### config.mk
export PLATFORM = sky130hd
export DESIGN_NAME = logo_layer_ctrl_flat
export DESIGN_NICKNAME = d
export VERILOG_FILES = /design/src/rtl/logo_cfg_if.sv /design/src/rtl/logo_layer_ctrl.sv /design/src/flat_wrapper.sv
export SDC_FILE = /design/constraint.sdc
export NUM_CORES = 1
export LEC_CHECK = 0
export ABC_AREA = 1
export CORE_MARGIN = 5
export CORE_UTILIZATION = 40
export CTS_BUF_LIST = sky130_fd_sc_hd__clkbuf_4
export DETAILED_ROUTE_END_ITERATION = 6
export SLEW_MARGIN = 20
export SYNTH_ARGS = -nofsm -noshare
export SYNTH_HDL_FRONTEND = slang
export SYNTH_SLANG_ARGS = --single-unit
### constraint.sdc
create_clock -name clk -period 3.8 [get_ports clk]
set_clock_uncertainty 0.15 [all_clocks]
set_input_delay 0.57 -clock clk [delete_from_list [all_inputs] [get_ports clk]]
set_output_delay 0.57 -clock clk [all_outputs]
set_load 0.01 [all_outputs]
### src/rtl/logo_cfg_if.sv
// Register-write port of the logo overlay controller: one write per cycle
// when cfg_valid and cfg_ready are both high.
interface logo_cfg_if;
  logic        cfg_valid;
  logic        cfg_ready;
  logic [2:0]  cfg_addr;
  logic [11:0] cfg_data;

  modport master (
    output cfg_valid,
    output cfg_addr,
    output cfg_data,
    input  cfg_ready
  );

  modport slave (
    input  cfg_valid,
    input  cfg_addr,
    input  cfg_data,
    output cfg_ready
  );
endinterface

### src/rtl/logo_layer_ctrl.sv
// Four-square logo overlay controller: shadow registers committed atomically
// at frame start, plus an optional per-frame bounce of the logo origin.
module logo_layer_ctrl #(
  parameter int H_ACTIVE = 640,
  parameter int V_ACTIVE = 480
) (
  input  logic        clk,
  input  logic        rst_n,
  input  logic        frame_start,
  logo_cfg_if.slave   cfg,
  output logic [9:0]  org_x,
  output logic [8:0]  org_y,
  output logic [7:0]  sq_size,
  output logic [7:0]  sq_gap,
  output logic [11:0] sq_colors,
  output logic        commit_done,
  output logic        commit_err
);

  typedef enum logic [1:0] {
    IDLE    = 2'd0,
    PENDING = 2'd1,
    COMMIT  = 2'd2,
    ANIM    = 2'd3
  } state_t;

  typedef enum logic [2:0] {
    REG_ORG_X  = 3'd0,
    REG_ORG_Y  = 3'd1,
    REG_SIZE   = 3'd2,
    REG_GAP    = 3'd3,
    REG_COLORS = 3'd4,
    REG_CTRL   = 3'd5,
    REG_STEP   = 3'd6
  } reg_addr_t;

  typedef struct packed {
    logic [9:0]  x;
    logic [8:0]  y;
    logic [7:0]  size;
    logic [7:0]  gap;
    logic [11:0] colors;
  } geom_t;

  localparam geom_t GEOM_RST = '{
    x:      10'd256,
    y:      9'd41,
    size:   8'd49,
    gap:    8'd31,
    colors: 12'b110_001_010_100
  };

  localparam logic [11:0] H_LIMIT = 12'(H_ACTIVE);
  localparam logic [11:0] V_LIMIT = 12'(V_ACTIVE);

  // Full logo footprint on either axis: two squares plus the gap between them.
  function automatic logic [10:0] span(input logic [7:0] size, input logic [7:0] gap);
    return {2'b00, size, 1'b0} + {3'b000, gap};
  endfunction

  state_t      state;
  geom_t       shadow;
  geom_t       stage;
  geom_t       active;
  logic        anim_en;
  logic [3:0]  step_dx;
  logic [3:0]  step_dy;
  logic        dir_x_neg;
  logic        dir_y_neg;
  logic        ready_q;

  logic        wr_en;
  logic        arm_wr;
  logic [10:0] stage_w;
  logic [10:0] act_w;
  logic        commit_ok;
  logic [11:0] cand_x;
  logic [11:0] cand_y;
  logic        x_hold;
  logic        y_hold;
  logic [9:0]  next_x;
  logic [8:0]  next_y;

  assign cfg.cfg_ready = ready_q;
  assign wr_en         = cfg.cfg_valid & ready_q;
  assign arm_wr        = wr_en && (cfg.cfg_addr == REG_CTRL) && cfg.cfg_data[1];

  assign org_x     = active.x;
  assign org_y     = active.y;
  assign sq_size   = active.size;
  assign sq_gap    = active.gap;
  assign sq_colors = active.colors;

  // NOTE: every always_comb output gets a default first so no path can infer a latch.
  always_comb begin
    stage_w   = span(stage.size, stage.gap);
    act_w     = span(active.size, active.gap);
    commit_ok = 1'b0;
    cand_x    = '0;
    cand_y    = '0;
    x_hold    = 1'b0;
    y_hold    = 1'b0;
    next_x    = active.x;
    next_y    = active.y;

    commit_ok = (({2'b00, stage.x} + {1'b0, stage_w}) <= H_LIMIT) &&
                (({3'b000, stage.y} + {1'b0, stage_w}) <= V_LIMIT);

    // Moving toward zero by more than the coordinate would go negative.
    if (dir_x_neg) begin
      cand_x = {2'b00, active.x} - {8'd0, step_dx};
      x_hold = ({6'd0, step_dx} > active.x);
    end else begin
      cand_x = {2'b00, active.x} + {8'd0, step_dx};
      x_hold = ((cand_x + {1'b0, act_w}) > H_LIMIT);
    end

    if (dir_y_neg) begin
      cand_y = {3'b000, active.y} - {8'd0, step_dy};
      y_hold = ({5'd0, step_dy} > active.y);
    end else begin
      cand_y = {3'b000, active.y} + {8'd0, step_dy};
      y_hold = ((cand_y + {1'b0, act_w}) > V_LIMIT);
    end

    if (!x_hold) next_x = cand_x[9:0];
    if (!y_hold) next_y = cand_y[8:0];
  end

  // NOTE: sequential state uses non-blocking assignments only, so every flop
  // samples the pre-edge values regardless of statement order.
  always_ff @(posedge clk or negedge rst_n) begin
    if (!rst_n) begin
      state       <= IDLE;
      shadow      <= GEOM_RST;
      stage       <= GEOM_RST;
      active      <= GEOM_RST;
      anim_en     <= 1'b0;
      step_dx     <= 4'd1;
      step_dy     <= 4'd1;
      dir_x_neg   <= 1'b0;
      dir_y_neg   <= 1'b0;
      ready_q     <= 1'b1;
      commit_done <= 1'b0;
      commit_err  <= 1'b0;
    end else begin
      commit_done <= 1'b0;
      commit_err  <= 1'b0;

      if (wr_en) begin
        case (cfg.cfg_addr)
          REG_ORG_X:  shadow.x      <= cfg.cfg_data[9:0];
          REG_ORG_Y:  shadow.y      <= cfg.cfg_data[8:0];
          REG_SIZE:   shadow.size   <= cfg.cfg_data[7:0];
          REG_GAP:    shadow.gap    <= cfg.cfg_data[7:0];
          REG_COLORS: shadow.colors <= cfg.cfg_data;
          REG_CTRL:   anim_en       <= cfg.cfg_data[0];
          REG_STEP: begin
            step_dx <= cfg.cfg_data[3:0];
            step_dy <= cfg.cfg_data[7:4];
          end
          default: ;
        endcase
      end

      case (state)
        IDLE: begin
          // Arming wins over a coincident frame_start; the commit then lands next frame.
          if (arm_wr) begin
            state <= PENDING;
          end else if (frame_start && anim_en) begin
            state   <= ANIM;
            ready_q <= 1'b0;
          end
        end

        PENDING: begin
          // Snapshot before this cycle's write lands, so it cannot leak into the commit.
          if (frame_start) begin
            stage   <= shadow;
            state   <= COMMIT;
            ready_q <= 1'b0;
          end
        end

        COMMIT: begin
          if (commit_ok) begin
            active      <= stage;
            commit_done <= 1'b1;
          end else begin
            commit_err  <= 1'b1;
          end
          state   <= IDLE;
          ready_q <= 1'b1;
        end

        ANIM: begin
          active.x  <= next_x;
          active.y  <= next_y;
          shadow.x  <= next_x;
          shadow.y  <= next_y;
          dir_x_neg <= dir_x_neg ^ x_hold;
          dir_y_neg <= dir_y_neg ^ y_hold;
          state     <= IDLE;
          ready_q   <= 1'b1;
        end

        default: begin
          state   <= IDLE;
          ready_q <= 1'b1;
        end
      endcase
    end
  end

endmodule

### src/flat_wrapper.sv
// flat-port wrapper written by rule: the top's interface ports become plain ports
module logo_layer_ctrl_flat 
#(
  parameter int H_ACTIVE = 640,
  parameter int V_ACTIVE = 480
)
  (clk, rst_n, frame_start, org_x, org_y, sq_size, sq_gap, sq_colors, commit_done, commit_err, cfg_cfg_valid, cfg_cfg_addr, cfg_cfg_data, cfg_cfg_ready);
  logo_cfg_if cfg_i ();
  input  logic clk;
  input  logic rst_n;
  input  logic frame_start;
  output logic [9:0] org_x;
  output logic [8:0] org_y;
  output logic [7:0] sq_size;
  output logic [7:0] sq_gap;
  output logic [11:0] sq_colors;
  output logic commit_done;
  output logic commit_err;
  input wire logic [$bits(cfg_i.cfg_valid)-1:0] cfg_cfg_valid;
  input wire logic [$bits(cfg_i.cfg_addr)-1:0] cfg_cfg_addr;
  input wire logic [$bits(cfg_i.cfg_data)-1:0] cfg_cfg_data;
  output wire logic [$bits(cfg_i.cfg_ready)-1:0] cfg_cfg_ready;
  assign cfg_i.cfg_valid = cfg_cfg_valid;
  assign cfg_i.cfg_addr = cfg_cfg_addr;
  assign cfg_i.cfg_data = cfg_cfg_data;
  assign cfg_cfg_ready = cfg_i.cfg_ready;
  logo_layer_ctrl #(.H_ACTIVE(H_ACTIVE), .V_ACTIVE(V_ACTIVE)) u_core (.clk(clk), .rst_n(rst_n), .frame_start(frame_start), .cfg(cfg_i), .org_x(org_x), .org_y(org_y), .sq_size(sq_size), .sq_gap(sq_gap), .sq_colors(sq_colors), .commit_done(commit_done), .commit_err(commit_err));
endmodule
==> metrics.cfg <==
[status]
outcome=finished, final reports clean

[synth]
postSynthAreaPerCell_sq_um=8.00
yosys.area_share.simple_pct=26.0
yosysMostFrequentCell=nand2_1
synth_top_cell_area_share_pct=25.0
netlist_instances=1291
synth_edf_count=0
synth_top_family_by_area=simple AND/OR/NAND/NOR gates
yosysWarningCount=0
synth_common_cells=314 x nand2_1, 128 x inv_1, 125 x nor2_1
async_flop_share_pct=100
synth.area.top_cells=dfrtp_1 25%, dfstp_2 14%, nand2_1 11%
mappedNetlistNets=1390
synth_cell_types=45
synth_mux_area_share_pct=4.25
yosysTopAreaCell=dfrtp_1
synthAdderAreaFrac_pct=10.4
synth_ff_type=dfrtp_1
synthesis.area_sq_mm=0.0103
seq_area_frac_synth_pct=38.7
synthXorXnorAreaFrac_pct=2.88
ys_ff_latch=157
synth-compound-area-share_pct=10.6

[clocking]
cts_buffers=17
clk_latency_ns=0.59
cts_sinks=157
ctsHtreeMaxLevel=4
cts_root_buf=clkbuf_4
clk_pin_slew_ns=0.15
cts_tree=built
cts_buffer_depth=2

[finish]
fin_nets=1518
layout-drive-gt1-share_pct=27.2
finish.utilization_pct=50.7
instances_no_fill=1763
area.growth.synth_to_final_pct=24.4

[sta]
period_share_pct=98.5
setup_violations=0
rsz0062_at_grt=yes
fin_ws_ns=0.0557
final_hold_viol_count=0
worst_slew_pin_slew_ns=0.839
slew_headroom_pct=44.1
max_freq_mhz=267
period_minus_slack_ns=3.74
drv_slew=0

[critical_path]
r2r_start=u_core.stage[13]
reg2reg_slack_ns=0.06
cpMostUsedCell=nand2_1
worst_setup_path_start_kind=flip-flop
crit_path_max_incr_delay_ns=0.58
cp.buffers_inverters=4
critPathTopFamily=compound AO/OA/AOI/OAI gates
cp.depth=22
r2r-end=u_core.org_y[1]
cp.arrival_ns=4.07
worstPathMaxFanout=9
crit_chain=ha_4, inv_2, fa_2, o21ai_2, a21oi_2, o21ai_2, xnor2_1, inv_2, ha_4, nand2_1, inv_1, nand4_1, o211ai_1, xor2_1, nand2_1, o21ai_1, nand2_1, nand2_2, nand2_4, buf_8, a21oi_2, a21oi_1
critPathKind=flip-flop to flip-flop
end_kind=flip-flop
crit_slowest_cell=dfstp_2
crit_end=u_core.org_y[1]
startpoint=u_core.stage[13]
worstPathRequired_ns=4.12
reg2regPathDepth=22

[placement]
portBuffers=68
place_inst=1716
post-place-ws_ns=-0.190
place_congestion=0.897
hpwl_mm=21.9

[floorplan]
io_pins=69
die_area_sq_mm=0.0291
rows=58
core_sq_mm=0.0253
die_x_um=171
die_h_um=171
initial_core_util_pct=40.8

[job]
cap_violations=0

[global_routing]
grt_pass1_vias=8725
overflow=0
grt_start_max_net_pins=92
grt_usage_pct=19.8
grt_pass1_wl_mm=45.8
antenna_found_initial=1

[drt]
drt-initial-drc-count=583
num_vias=9026
antenna_left=0
vias_per_cell=5.12
drtPass1Iterations=5
drt_wl_total_mm=28.9
drc=0
wl_per_cell_um=16.4

[worst_hold_path]
hp-class=flip-flop to flip-flop

cell usage in the layout, fill, tap and decap left out, types with 44 or more instances in the layout:
master,instances
dfstp_2,54
nor2_1,118
clkdlybuf4s50_1,67
nand3_1,58
a21oi_1,69
nand3_2,44
ha_1,50
dfrtp_1,100
nand2_1,302
o21ai_0,64
inv_1,117
buf_4,60
kinds of logic (layout without fill, tap and decap cells):
logic type / Yosys count / after routing
adders and majority gates: 80 / 80
AOI/OAI and AO/OA: 207 / 207
other: 0 / 1
muxes: 39 / 39
buffers and inverters: 175 / 316
xor gates and xnor gates: 34 / 34
and+or+nand+nor: 599 / 599
DFF: 157 / 157
through the flow:
step / instance area (sq um) / TNS [ns] / hold slack, ns
detailed placement: 11700 / -5.39 / 0.300
global placement: 11700 / -1.62 / 0.305
floorplan: 10300 / 0 / 0.124
finish: 12800 / 0 / 0.324
CTS: 12200 / 0 / 0.318
global route: 12800 / -4.19 / 0.319
worst min-delay path by stage:
| stage | from | end | slack, ns | cells after the start |
|---|---|---|---|---|
| global route | u_core.stage[10] | u_core.sq_colors[10] | 0.32 | 2 |
| detailed placement | u_core.stage[2] | u_core.sq_colors[2] | 0.30 | 2 |
| finish | u_core.stage[6] | u_core.sq_colors[6] | 0.32 | 2 |
| CTS | u_core.stage[10] | u_core.sq_colors[10] | 0.32 | 2 |
| floorplan | rst_n | u_core.anim_en | 0.12 | 0 |
| global placement | u_core.stage[4] | u_core.sq_colors[4] | 0.30 | 2 |
routing by layer:
| layer | vias up | global-route usage [%] | routed length (um) |
|---|---|---|---|
| li1 | 4498 | - | - |
| met1 | 4302 | 27.8 | 13500 |
| met2 | 191 | 32.0 | 13600 |
| met3 | 35 | 2.70 | 1300 |
| met4 | 0 | 5.76 | 552 |
| met5 | - | 0 | 0 |
area by class of cell:
| cell class | count | area, sq um |
|---|---|---|
| Antenna cell | 1 | 2.50 |
| Sequential cell | 157 | 4000 |
| Multi-Input combinational cell | 959 | 6220 |
| Tap cell | 330 | 413 |
| Inverter | 141 | 542 |
| Fill cell | 2443 | 12500 |
| Clock inverter | 13 | 174 |
| Timing Repair Buffer | 143 | 1350 |
| Clock buffer | 19 | 143 |
flip-flops by register name, indices dropped and copies added (netlist names):
signal                cells
u_core.anim_en            1
u_core.cfg.cfg_ready      1
u_core.commit_done        1
u_core.commit_err         1
u_core.dir_x_neg          1
u_core.dir_y_neg          1
u_core.org_x             10
u_core.org_y              9
u_core.shadow            47
u_core.sq_colors         12
u_core.sq_gap             8
u_core.sq_size            8
u_core.stage             47
u_core.state              2
u_core.step_dx            4
u_core.step_dy            4
tightest hold or removal path, delay by kind of cell, from the launching register on:
family | cells | cell delay, ns
flops | 1 | 0.40
simple gates | 2 | 0.09
timing repair:
action                                  in CTS  in global routing
setup buffers                                0                 11
cloned                                       0                  2
hold endpoints to repair                    53                  0
resized for setup                           21                140
hold buffers                                 1                  0
pin swaps                                    4                 24
endpoints found under the setup margin      62                 69
Power is left out: the tool's default activity adds up to more than one toggle a clock period on the data nets, which glitch-free logic cannot reach.
